`src/rtl/decode_queue.sv`:
```
// Instruction queue between fetch and decode: a circular buffer that pre-decodes
// control/memory/reserved flags and delay-slot membership at push time.
module decode_queue #(
    parameter int DEPTH = 4,
    parameter int CNT_W = 3
) (
    input  logic             clk,
    input  logic             rst,
    input  logic             flush,
    input  logic             in_valid,
    input  logic [31:0]      in_instr,
    input  logic [31:0]      in_pc,
    output logic             in_ready,
    output logic             out_valid,
    input  logic             out_ready,
    output logic [31:0]      out_instr,
    output logic [31:0]      out_pc,
    output logic             out_is_bj,
    output logic             out_mem_read,
    output logic             out_mem_write,
    output logic             out_ri,
    output logic             out_in_ds,
    output logic [CNT_W-1:0] count
);

    localparam int               PTR_W    = $clog2(DEPTH);
    localparam logic [CNT_W-1:0] FULL_CNT = CNT_W'(DEPTH);
    localparam logic [CNT_W-1:0] CNT_ONE  = CNT_W'(1);
    localparam logic [PTR_W-1:0] PTR_ONE  = PTR_W'(1);

    typedef struct packed {
        logic [31:0] instr;
        logic [31:0] pc;
        logic        is_bj;
        logic        mem_read;
        logic        mem_write;
        logic        ri;
        logic        in_ds;
    } entry_t;

    function automatic logic f_is_bj(input logic [31:0] instr);
        logic r;
        case (instr[31:26]) inside
            [6'h01:6'h07]: r = 1'b1;
            6'h00:         r = (instr[5:0] == 6'h08) || (instr[5:0] == 6'h09);
            default:       r = 1'b0;
        endcase
        return r;
    endfunction

    function automatic logic f_mem_read(input logic [31:0] instr);
        logic r;
        case (instr[31:26])
            6'h20, 6'h21, 6'h23, 6'h24, 6'h25: r = 1'b1;
            default:                           r = 1'b0;
        endcase
        return r;
    endfunction

    function automatic logic f_mem_write(input logic [31:0] instr);
        logic r;
        case (instr[31:26])
            6'h28, 6'h29, 6'h2B: r = 1'b1;
            default:             r = 1'b0;
        endcase
        return r;
    endfunction

    function automatic logic f_ri(input logic [31:0] instr);
        logic r;
        case (instr[31:26]) inside
            [6'h00:6'h10], 6'h1C, 6'h20, 6'h21, 6'h23, 6'h24, 6'h25,
            6'h28, 6'h29, 6'h2B: r = 1'b0;
            default:             r = 1'b1;
        endcase
        return r;
    endfunction

    entry_t           mem_r [DEPTH];
    entry_t           head_r;
    entry_t           head_next_s;
    entry_t           new_entry_s;
    logic [PTR_W-1:0] wr_ptr_r;
    logic [PTR_W-1:0] rd_ptr_r;
    logic [PTR_W-1:0] wr_ptr_next_s;
    logic [PTR_W-1:0] rd_ptr_next_s;
    logic [CNT_W-1:0] count_r;
    logic [CNT_W-1:0] count_next_s;
    logic             ds_pending_r;
    logic             ds_pending_next_s;
    logic             in_ready_r;
    logic             out_valid_r;
    logic             push_s;
    logic             pop_s;

    assign push_s = in_valid & in_ready_r & ~flush;
    assign pop_s  = out_valid_r & out_ready & ~flush;

    // Pre-decode the incoming word; delay-slot status comes from the previous push.
    always_comb begin
        new_entry_s.instr     = in_instr;
        new_entry_s.pc        = in_pc;
        new_entry_s.is_bj     = f_is_bj(in_instr);
        new_entry_s.mem_read  = f_mem_read(in_instr);
        new_entry_s.mem_write = f_mem_write(in_instr);
        new_entry_s.ri        = f_ri(in_instr);
        new_entry_s.in_ds     = ds_pending_r;
    end

    // Next pointers, occupancy, delay-slot tracker and next head entry.
    always_comb begin
        wr_ptr_next_s     = wr_ptr_r;
        rd_ptr_next_s     = rd_ptr_r;
        count_next_s      = count_r;
        ds_pending_next_s = ds_pending_r;
        head_next_s       = '0;
        if (flush) begin
            wr_ptr_next_s     = '0;
            rd_ptr_next_s     = '0;
            count_next_s      = '0;
            ds_pending_next_s = 1'b0;
        end else begin
            if (push_s) begin
                wr_ptr_next_s     = wr_ptr_r + PTR_ONE;
                ds_pending_next_s = new_entry_s.is_bj;
            end else begin
                wr_ptr_next_s     = wr_ptr_r;
                ds_pending_next_s = ds_pending_r;
            end
            if (pop_s) begin
                rd_ptr_next_s = rd_ptr_r + PTR_ONE;
            end else begin
                rd_ptr_next_s = rd_ptr_r;
            end
            case ({push_s, pop_s})
                2'b10:   count_next_s = count_r + CNT_ONE;
                2'b01:   count_next_s = count_r - CNT_ONE;
                default: count_next_s = count_r;
            endcase
        end
        // The word being written this cycle becomes the head only when it lands on the new read slot.
        if (count_next_s == '0) begin
            head_next_s = '0;
        end else if (push_s && (wr_ptr_r == rd_ptr_next_s)) begin
            head_next_s = new_entry_s;
        end else begin
            head_next_s = mem_r[rd_ptr_next_s];
        end
    end

    // Control state and registered head/handshake outputs.
    always_ff @(posedge clk) begin
        if (rst) begin
            wr_ptr_r     <= '0;
            rd_ptr_r     <= '0;
            count_r      <= '0;
            ds_pending_r <= 1'b0;
            in_ready_r   <= 1'b1;
            out_valid_r  <= 1'b0;
            head_r       <= '0;
        end else begin
            wr_ptr_r     <= wr_ptr_next_s;
            rd_ptr_r     <= rd_ptr_next_s;
            count_r      <= count_next_s;
            ds_pending_r <= ds_pending_next_s;
            in_ready_r   <= (count_next_s != FULL_CNT);
            out_valid_r  <= (count_next_s != '0);
            head_r       <= head_next_s;
        end
    end

    // Entry storage; contents need no reset since the head is masked when empty.
    always_ff @(posedge clk) begin
        if (push_s && !rst) begin
            mem_r[wr_ptr_r] <= new_entry_s;
        end
    end

    assign in_ready      = in_ready_r;
    assign out_valid     = out_valid_r;
    assign count         = count_r;
    assign out_instr     = head_r.instr;
    assign out_pc        = head_r.pc;
    assign out_is_bj     = head_r.is_bj;
    assign out_mem_read  = head_r.mem_read;
    assign out_mem_write = head_r.mem_write;
    assign out_ri        = head_r.ri;
    assign out_in_ds     = head_r.in_ds;

endmodule

```
`config.mk`:
```
export PLATFORM = sky130hd
export DESIGN_NAME = decode_queue
export DESIGN_NICKNAME = d
export VERILOG_FILES = /design/src/rtl/decode_queue.sv
export SDC_FILE = /design/constraint.sdc
export NUM_CORES = 1
export LEC_CHECK = 0
export CAP_MARGIN = 20
export CORE_MARGIN = 2
export CORE_UTILIZATION = 46
export DETAILED_ROUTE_END_ITERATION = 8
export PLACE_DENSITY = 0.67
export SYNTH_ARGS = -nofsm -noshare
export SYNTH_HDL_FRONTEND = slang
export SYNTH_SLANG_ARGS = --single-unit
```
`constraint.sdc`:
```
create_clock -name clk -period 3.84 [get_ports clk]
set_input_delay 0.576 -clock clk [delete_from_list [all_inputs] [get_ports clk]]
set_output_delay 0.576 -clock clk [all_outputs]
set_load 0.01 [all_outputs]
```
# Word-level counts from Yosys, hierarchy flattened
# Memories as Yosys holds them, arrays and structs flattened. A register that Yosys moved wholly into a read port is not among the register bits.
# Index checks and enable logic that the tools add are counted.
# classes
reduce_logical,13
n_bitwise,5
n_eq_ne,14
addsub,4
n_lt_le_gt_ge,4
mux,11
# op_table
op,count
"6-bit == test, second input constant",8
"6-bit by 4-bit == test with 1-bit output, second input constant",2
"6-bit by 1-bit greater-or-equal comparator with 1-bit output, second input constant",2
10-bit OR reduction,1
1-bit 2-to-1 mux,7
"6-bit by 5-bit == test with 1-bit output, second input constant",1
"6-bit by 3-bit <= comparator with 1-bit output, second input constant",1
"6-bit by 5-bit <= comparator with 1-bit output, second input constant",1
6-bit zero test,1
3-bit case mux with 2 select lines,1
5-bit OR reduction,1
"2-bit by 1-bit adder with 2-bit output, second input constant",2
1-bit AND,4
2-bit 2-to-1 mux,2
2-bit OR reduction,2
"3-bit by 1-bit adder with 3-bit output, second input constant",1
1-bit logical AND,3
3-bit zero test,1
3-bit 2-to-1 mux,1
"3-bit inequality test, second input constant",1
3-bit nonzero test,1
3-bit OR reduction,1
"3-bit by 1-bit subtractor with 3-bit output, second input constant",1
"2-bit by 1-bit == test with 1-bit output, second input constant",1
other kinds (4),4
# word_totals
mem_bits_rw,276
word_cells,58
out_inout_bits,74
in_bits,69
ff_bits,10
n_memories,1
# memory_table
memory,depth,word_bits,read_ports,rd_clocked_by_memory_dff,write_ports,line_no,rtl
mem_r,4,69,1,1,1,79,entry_t mem_r [DEPTH];

# Depth between registers and ports, before layout
# Gate-level depths: netlist of run 1.
# depth
ltp_word,7
mapped_depth,10
mapped_depth_nobuf,9

# Worst setup path after synthesis of run 1
# Ideal clock, no wire load.
# synth_timing
path_kind,input to register
from,input port flush
to,memory mem_r[0][0] (netlist name) (enable)
slack_ns,0.627
required_ns,3.405
path_buffers,1
t_arrival_ns,2.778
cell_stages,4
setup_ns,0.435
path_cell_list,or2_1 > clkbuf_1 > nor2_2 > and2_1
# synth_via
elab_chain_len,5
# synth_lines
item,line_no,rtl
from (decl),9,"input logic flush,"
1-bit inverter,96,assign push_s = in_valid & in_ready_r & ~flush;
1-bit AND,96,
1-bit logical AND,174,if (push_s && !rst) begin
1-bit 2-to-1 mux,174,
1-bit 2-to-1 mux (implied by the code),175,mem_r[wr_ptr_r] <= new_entry_s;
to (decl),79,
# Every way passes these cells.

# Final worst setup path of run 1
# layout_timing
from,input port in_valid
to,"register head_r, in the netlist out_pc[11]"
# layout_via
elab_chain_len,7
word_cells_on_any_way,8
cone_classes,eq/ne: 2; mux: 2; bitwise: 2; reduce/logical: 2
# layout_lines
item,line_no,rtl
from (decl),10,"input logic in_valid,"
1-bit AND (*) (2 in a row),96,
2-bit by 1-bit == test with 1-bit output / 2-bit == test (equally long branches),135,"case ({push_s, pop_s})"
3-bit case mux with 2 select lines (*),135,
3-bit 2-to-1 mux (*),117,if (flush) begin
3-bit zero test (*),142,if (count_next_s == '0) begin
2-bit OR reduction (no line) (*),--,
to (signal assigned),168,head_r <= head_next_s;
to (decl),80,entry_t head_r;
# Mark *: on every way between the ends. The rest lies on a longest branch, timed or not.
# A chain may end at the register's enable or synchronous reset.

==> flow_summary_export.csv, run 1 <==
group,metric,value,unit
run_status,status,"finished clean",
clock_network,cts_resized,0,
setup_path,ff2ff_setup_slack,900,ps
floorplanning,coreArea,28500,um^2
floorplanning,dieArea,30200,um^2
clock_network,clk_latency,510,ps
setup_path,critPathMaxStageDelay,500,ps
floorplanning,pin_count,143,
floorplanning,rows,62,
yosys,synth.cell_area,13300,um^2
yosys,synthFlopType,"edfxtp_1",
floorplanning,die_y,174,um
sta,worst_slack,749,ps
pwr,p_per_area,487,nW/um^2
yosys,syn_inst,756,
setup_path,critPathRequiredTime,4270,ps
layout,post-route-util,0.575,
clock_network,h-tree-depth,2,
floorplanning,fp.dieW,174,um
yosys,synth_compound_area_frac,0.0618,
global_routing,grt_pass1_vias,7772,
placement,place_area,15200,um^2
sta,tightest_slew,1100,ps
yosys,synth-xor-area-share,0.00387,
yosys,synthSimpleGateAreaFrac,0.0427,
sta,skew,15.3,ps
setup_path,crit_top_cell,"a21oi_1",
setup_path,cp-end-kind,"flip-flop",
setup_path,cp-start-kind,"input pin",
setup_path,crit_start,"in_valid",
pwr,p_total,0.00801,W
pwr,power.switching,0.00159,W
global_routing,grt_max_degree,60,
sta,rsz0062_at_grt,"false",
setup_path,worstReg2RegEnd,"out_pc[11]",
setup_path,slowest_stage,"clkdlybuf4s50_1",
setup_path,rr_startpoint,"in_ready",
clock_network,clk_path_buf_depth,3,
yosys,synth_fa_ha_area_frac,0.00623,
clock_network,clk_pin_slew_worst_paths,60,ps
placement,dp_slack,246,ps
yosys,yosys_warnings,0,
setup_path,path_cells,"clkdlybuf4s50_1 > nand2_1 > or2_2 > ha_1 > fa_1 > xnor2_1 > or3_1 > a21oi_1 > nor2_4 > buf_4 > a21oi_1",
setup_path,cp_num_buf_inv,2,
setup_path,path_depth,11,
yosys,synth_edf_count,276,
clock_network,cts_tree,"built",
detailed_routing,drt-total-wl,28.4,mm
hold_path,hold_class,"reg -> reg",
hold_path,holdPathStages,2,
setup_path,critPathTopFamily,"simple AND/OR/NAND/NOR gates",
clock_network,ctsHoldBuffers,0,
sta,finalCritPeriodShare,0.805,
floorplanning,initial_core_util,0.465,
detailed_routing,vias,7361,
run,max_cap_viol_count,0,
sta,fin_tns_setup,0,ps
yosys,seq_area_frac_synth,0.744,
detailed_routing,antenna_left,0,
setup_path,critPathArrivalTime,3520,ps
layout,insertedDiodeCount,0,
global_routing,antenna_found_initial,2,
setup_path,path_max_fanout,41,
pwr,ir_drop,0.357,mV
sta,setup-violations-final,0,
yosys,syn_nets,831,
detailed_routing,drc,0,
yosys,synth_top_family_by_area,"multiplexers",
global_routing,grt.total_usage,0.192,
hold_path,min-delay-start,"in_ready",
placement,gp_congestion,0.708,
sta,max-slew-margin-rel,0.245,
yosys,synthMuxAreaShare,0.120,
sta,max_clock_freq,324,MHz
yosys,ys_seq_elements,355,
pwr,p_leak,5.38,nW
sta,hold_viol,0,
clock_network,clock-sinks,355,
detailed_routing,drtIter0Drc,611,
clock_network,postCtsSetupBuffers,0,
pwr,swShare,0.199,
layout,area_growth,23.8,%
clock_network,cts_root_buf,"clkbuf_16",
sta,min_period,3090,ps
layout,nets,988,
yosys,syn_avg_cell_area,17.5,um^2
setup_path,path_class,"in -> reg",
global_routing,grt_pass1_wl,44.7,mm
sta,slew_violations,0,
layout,final_cell_area,16400,um^2
hold_path,worst_hold_path.endpoint,"ds_pending_r",
yosys,synthArstFlopShare,0,
clock_network,cts_made_buffers,38,
global_routing,gr-total-overflow,0,
placement,dpl.hpwl,16.2,mm
yosys,synth_cell_types,44,
pwr,p_seq_frac,0.525,
pwr,p_comb_frac,0.045,
pwr,internal_power,0.00642,W
detailed_routing,routed_via_density,5.55,
placement,portBuffers,142,
layout,drive_above_1_share,0.171,
setup_path,reg2regPathDepth,10,
detailed_routing,wl_per_cell,21.4,um
detailed_routing,firstDrtPassIters,5,
pwr,clock_power_share,0.430,
[tightest hold or removal path, stage by stage (launching register included)]
cell and delay, ps:
dfxtp_1 350, nand3_1 80, a21oi_1 60
[power groups by stage]
stage          clock network [W]  registers [W]  logic [W]
6_report                 0.00344        0.00420   0.000362
5_1_grt                  0.00367        0.00421   0.000393
3_5_place_dp                   0        0.00429   0.000364
4_1_cts                  0.00352        0.00420   0.000365
3_3_place_gp                   0        0.00428   0.000358
2_1_floorplan                  0        0.00429   0.000145
[worst max path at each step]
stage | end | slack, ps
2_1_floorplan | mem_r[0][0] | 630
6_report | out_pc[11] | 750
3_5_place_dp | out_instr[8] | 250
3_3_place_gp | out_pc[10] | 330
4_1_cts | out_instr[8] | 770
5_1_grt | out_instr[8] | 590
[registers in the layout (all words and copies together), names as in the netlist]
register       count
out_valid          1
out_mem_write      1
out_instr         32
out_in_ds          1
out_mem_read       1
ds_pending_r       1
in_ready           1
wr_ptr_r           2
out_pc            32
count              3
out_ri             1
rd_ptr_r           2
mem_r            276
out_is_bj          1
[placed cells by master (no fill, tap or decap), drive strengths merged, types with 5 or more instances in the layout]
cell type	count
mux4	69
a21oi	77
nand3	73
nor2	11
dfxtp	79
edfxtp	276
clkbuf	57
clkdlybuf4s50	142
ha	5
nand2	6
o21ai	71
xnor2	5
clkinv	10
buf	26
[logic make-up after synthesis]
logic type,Yosys count
AOI/OAI and AO/OA,155
DFF,355
and+or+nand+nor,109
xor gates and xnor gates,5
buffers and inverters,55
adders and majority gates,6
muxes,71
[cells in the mapped netlist, types with 2 or more instances]
library cell,n,area share
a211o_1,2,0.0013
a21oi_1,76,0.029
and2_1,4,0.0019
buf_1,6,0.0017
buf_2,14,0.0053
buf_6,8,0.0068
clkbuf_1,21,0.0059
dfxtp_1,79,0.12
edfxtp_1,276,0.62
ha_1,5,0.0047
inv_1,4,0.0011
mux4_2,69,0.12
nand2_1,6,0.0017
nand2b_1,4,0.0019
nand3_1,72,0.027
nor2_1,10,0.0028
o21ai_0,41,0.015
o21ai_1,30,0.011
xnor2_1,4,0.0026
[routing by layer]
layer | GRT usage | routed length, um
met5 | 0 | 11
met4 | 0.0529 | 550
met3 | 0.0419 | 1900
met2 | 0.322 | 14000
met1 | 0.256 | 12000
[through the flow]
step           hold WS, ps  instances
6_report               530       1326
5_1_grt                548       1326
4_1_cts                545       1326
3_5_place_dp           537       1257
3_3_place_gp           525       1257
2_1_floorplan          476        756
[layout make-up]
type | count | area, um^2
Sequential cell | 355 | 9870
Clock buffer | 57 | 1110
Timing Repair Buffer | 168 | 1720
Tap cell | 384 | 480
Fill cell | 2221 | 12100
Multi-Input combinational cell | 346 | 3160
Inverter | 4 | 15.0
Clock inverter | 12 | 80.1
Note: power is estimated with default switching activity, not from simulation.
==> run 2: changes to the inputs <==
- PLACE_DENSITY: 0.67 -> 0.7
- clock period: 3.84 -> 2.6 ns (I/O delays scaled with it)
==> flow_summary_export.csv, run 2 (same netlist as run 1, synthesis figures left out) <==
group,metric,value,unit
run_status,status,"finished clean",
floorplanning,dieArea,30200,um^2
clock_network,cts_made_buffers,37,
setup_path,crit_start,"in_ready",
sta,max-slew-margin-rel,0.707,
detailed_routing,vias,7573,
global_routing,grt_max_degree,40,
pwr,p_per_area,702,nW/um^2
layout,largest_reg_flops,276,
placement,dpl.hpwl,17.2,mm
clock_network,ctsHoldBuffers,0,
detailed_routing,drt-total-wl,29.4,mm
clock_network,clk_path_buf_depth,3,
layout,most-common-layout-cells,"edfxtp_1 (276), clkdlybuf4s50_1 (141), dfxtp_1 (79), nand3_1 (72), a21oi_1 (71)",
clock_network,clk_latency,510,ps
floorplanning,rows,62,
setup_path,critPathCapture,"out_pc[17]",
setup_path,cp-start-kind,"flip-flop",
layout,final_common_cell,"edfxtp_1",
layout,regMostFlops,"mem_r",
clock_network,cts_root_buf,"clkbuf_16",
setup_path,worstReg2RegEnd,"out_pc[17]",
layout,seqCellArea,9870,um^2
setup_path,path_max_fanout,39,
setup_path,rr_startpoint,"in_ready",
global_routing,antenna_found_initial,0,
setup_path,path_class,"reg -> reg",
sta,rsz0062_at_grt,"false",
floorplanning,coreArea,28500,um^2
detailed_routing,wl_per_cell,21.7,um
detailed_routing,drtIter0Drc,659,
layout,drive_above_1_share,0.203,
sta,min_period,2470,ps
setup_path,reg2regPathDepth,10,
sta,hold_viol,0,
sta,tightest_slew,428,ps
run,max_cap_viol_count,0,
layout,final_cell_area,17000,um^2
floorplanning,die_y,174,um
detailed_routing,routed_via_density,5.58,
floorplanning,pin_count,143,
sta,setup-violations-final,0,
setup_path,critPathArrivalTime,2910,ps
clock_network,clk_pin_slew_worst_paths,60,ps
pwr,ir_drop,0.500,mV
sta,max_clock_freq,405,MHz
setup_path,cp-end-kind,"flip-flop",
placement,portBuffers,142,
global_routing,grt_pass1_wl,46.0,mm
detailed_routing,antenna_left,0,
sta,finalCritPeriodShare,0.951,
detailed_routing,firstDrtPassIters,5,
placement,dp.cells,1287,
clock_network,clock-sinks,355,
global_routing,gr-total-overflow,0,
layout,n_fill_cell,2147,
layout,fin_cells,1357,
pwr,p_leak,5.67,nW
global_routing,grt.total_usage,0.198,
hold_path,holdPathStages,4,
clock_network,cts_tree,"built",
hold_path,hold_class,"in -> reg",
setup_path,ff2ff_setup_slack,130,ps
sta,skew,16.3,ps
sta,slew_violations,0,
floorplanning,fp.dieW,174,um
placement,gp_congestion,0.718,
global_routing,grt_pass1_vias,7828,
layout,area_growth,28.3,%
clock_network,h-tree-depth,2,
setup_path,critPathRequiredTime,3030,ps
detailed_routing,drc,0,
layout,nets,1018,
floorplanning,initial_core_util,0.465,
layout,multi_input_area,3170,um^2
placement,place_area,15800,um^2
==> run 2: how the worst min path moves through the flow <==
stage / startpoint / to
after CTS: ds_pending_r / ds_pending_r
after floorplan: rst / rd_ptr_r[0]
after global placement: ds_pending_r / ds_pending_r
final: in_valid / wr_ptr_r[1]
after global routing: in_valid / ds_pending_r
after detailed placement: ds_pending_r / ds_pending_r
==> run 2: stage by stage <==
stage	hold slack [ps]	TNS [ps]	setup WS, ps	total power [W]	util
after detailed placement	514	-40320	-605	0.00691	0.553
after global routing	376	0	30.7	0.0123	0.596
after global placement	507	-37820	-544	0.00690	0.553
after CTS	526	0	1.09	0.0120	0.596
after floorplan	462	0	61.2	0.00655	-
final	375	0	129	0.0119	0.596
==> run 2: cell type report <==
| type | count | share of cell area |
|---|---|---|
| Sequential cell | 355 | 0.580 |
| Multi-Input combinational cell | 346 | 0.186 |
| Timing Repair Buffer | 199 | 0.135 |
| Clock buffer | 58 | 0.0627 |
| Tap cell | 384 | 0.0282 |
| Clock inverter | 10 | 0.00742 |
| Inverter | 4 | 0.000882 |
| Antenna cell | 1 | 0.000147 |
==> run 2: routing by layer <==
metal	part of all wire	GRT usage	up-vias	routed length, um
li1	-	-	3375	-
met1	0.42	0.273	3880	12400
met2	0.49	0.326	280	14500
met3	0.070	0.0390	38	2070
met4	0.016	0.0483	0	465
met5	0	0	-	0
==> run 2: worst max-delay path, cell delays in order, from the launching register on <==
cell	delay (ps)
dfxtp_1	320
nand2_1	70
or2_2	280
ha_1	230
fa_1	390
xnor2_1	150
or3_1	330
a21oi_2	210
nor2_4	80
buf_12	180
a21oi_1	150
==> run 2: power breakdown <==
group	switching (W)	internal (W)	total [W]	leakage (nW)
combinational	0.000291	0.000290	0.000582	1.96
sequential	0.0000260	0.00619	0.00621	3.13
clock	0.00203	0.00312	0.00516	0.581
==> run 2: timing repair <==
item	4_1_cts	5_1_grt
endpoints found under the hold margin	0	0
setup endpoints to repair	69	57
resized for setup	1	5
pin swaps	1	1
setup buffers	1	0
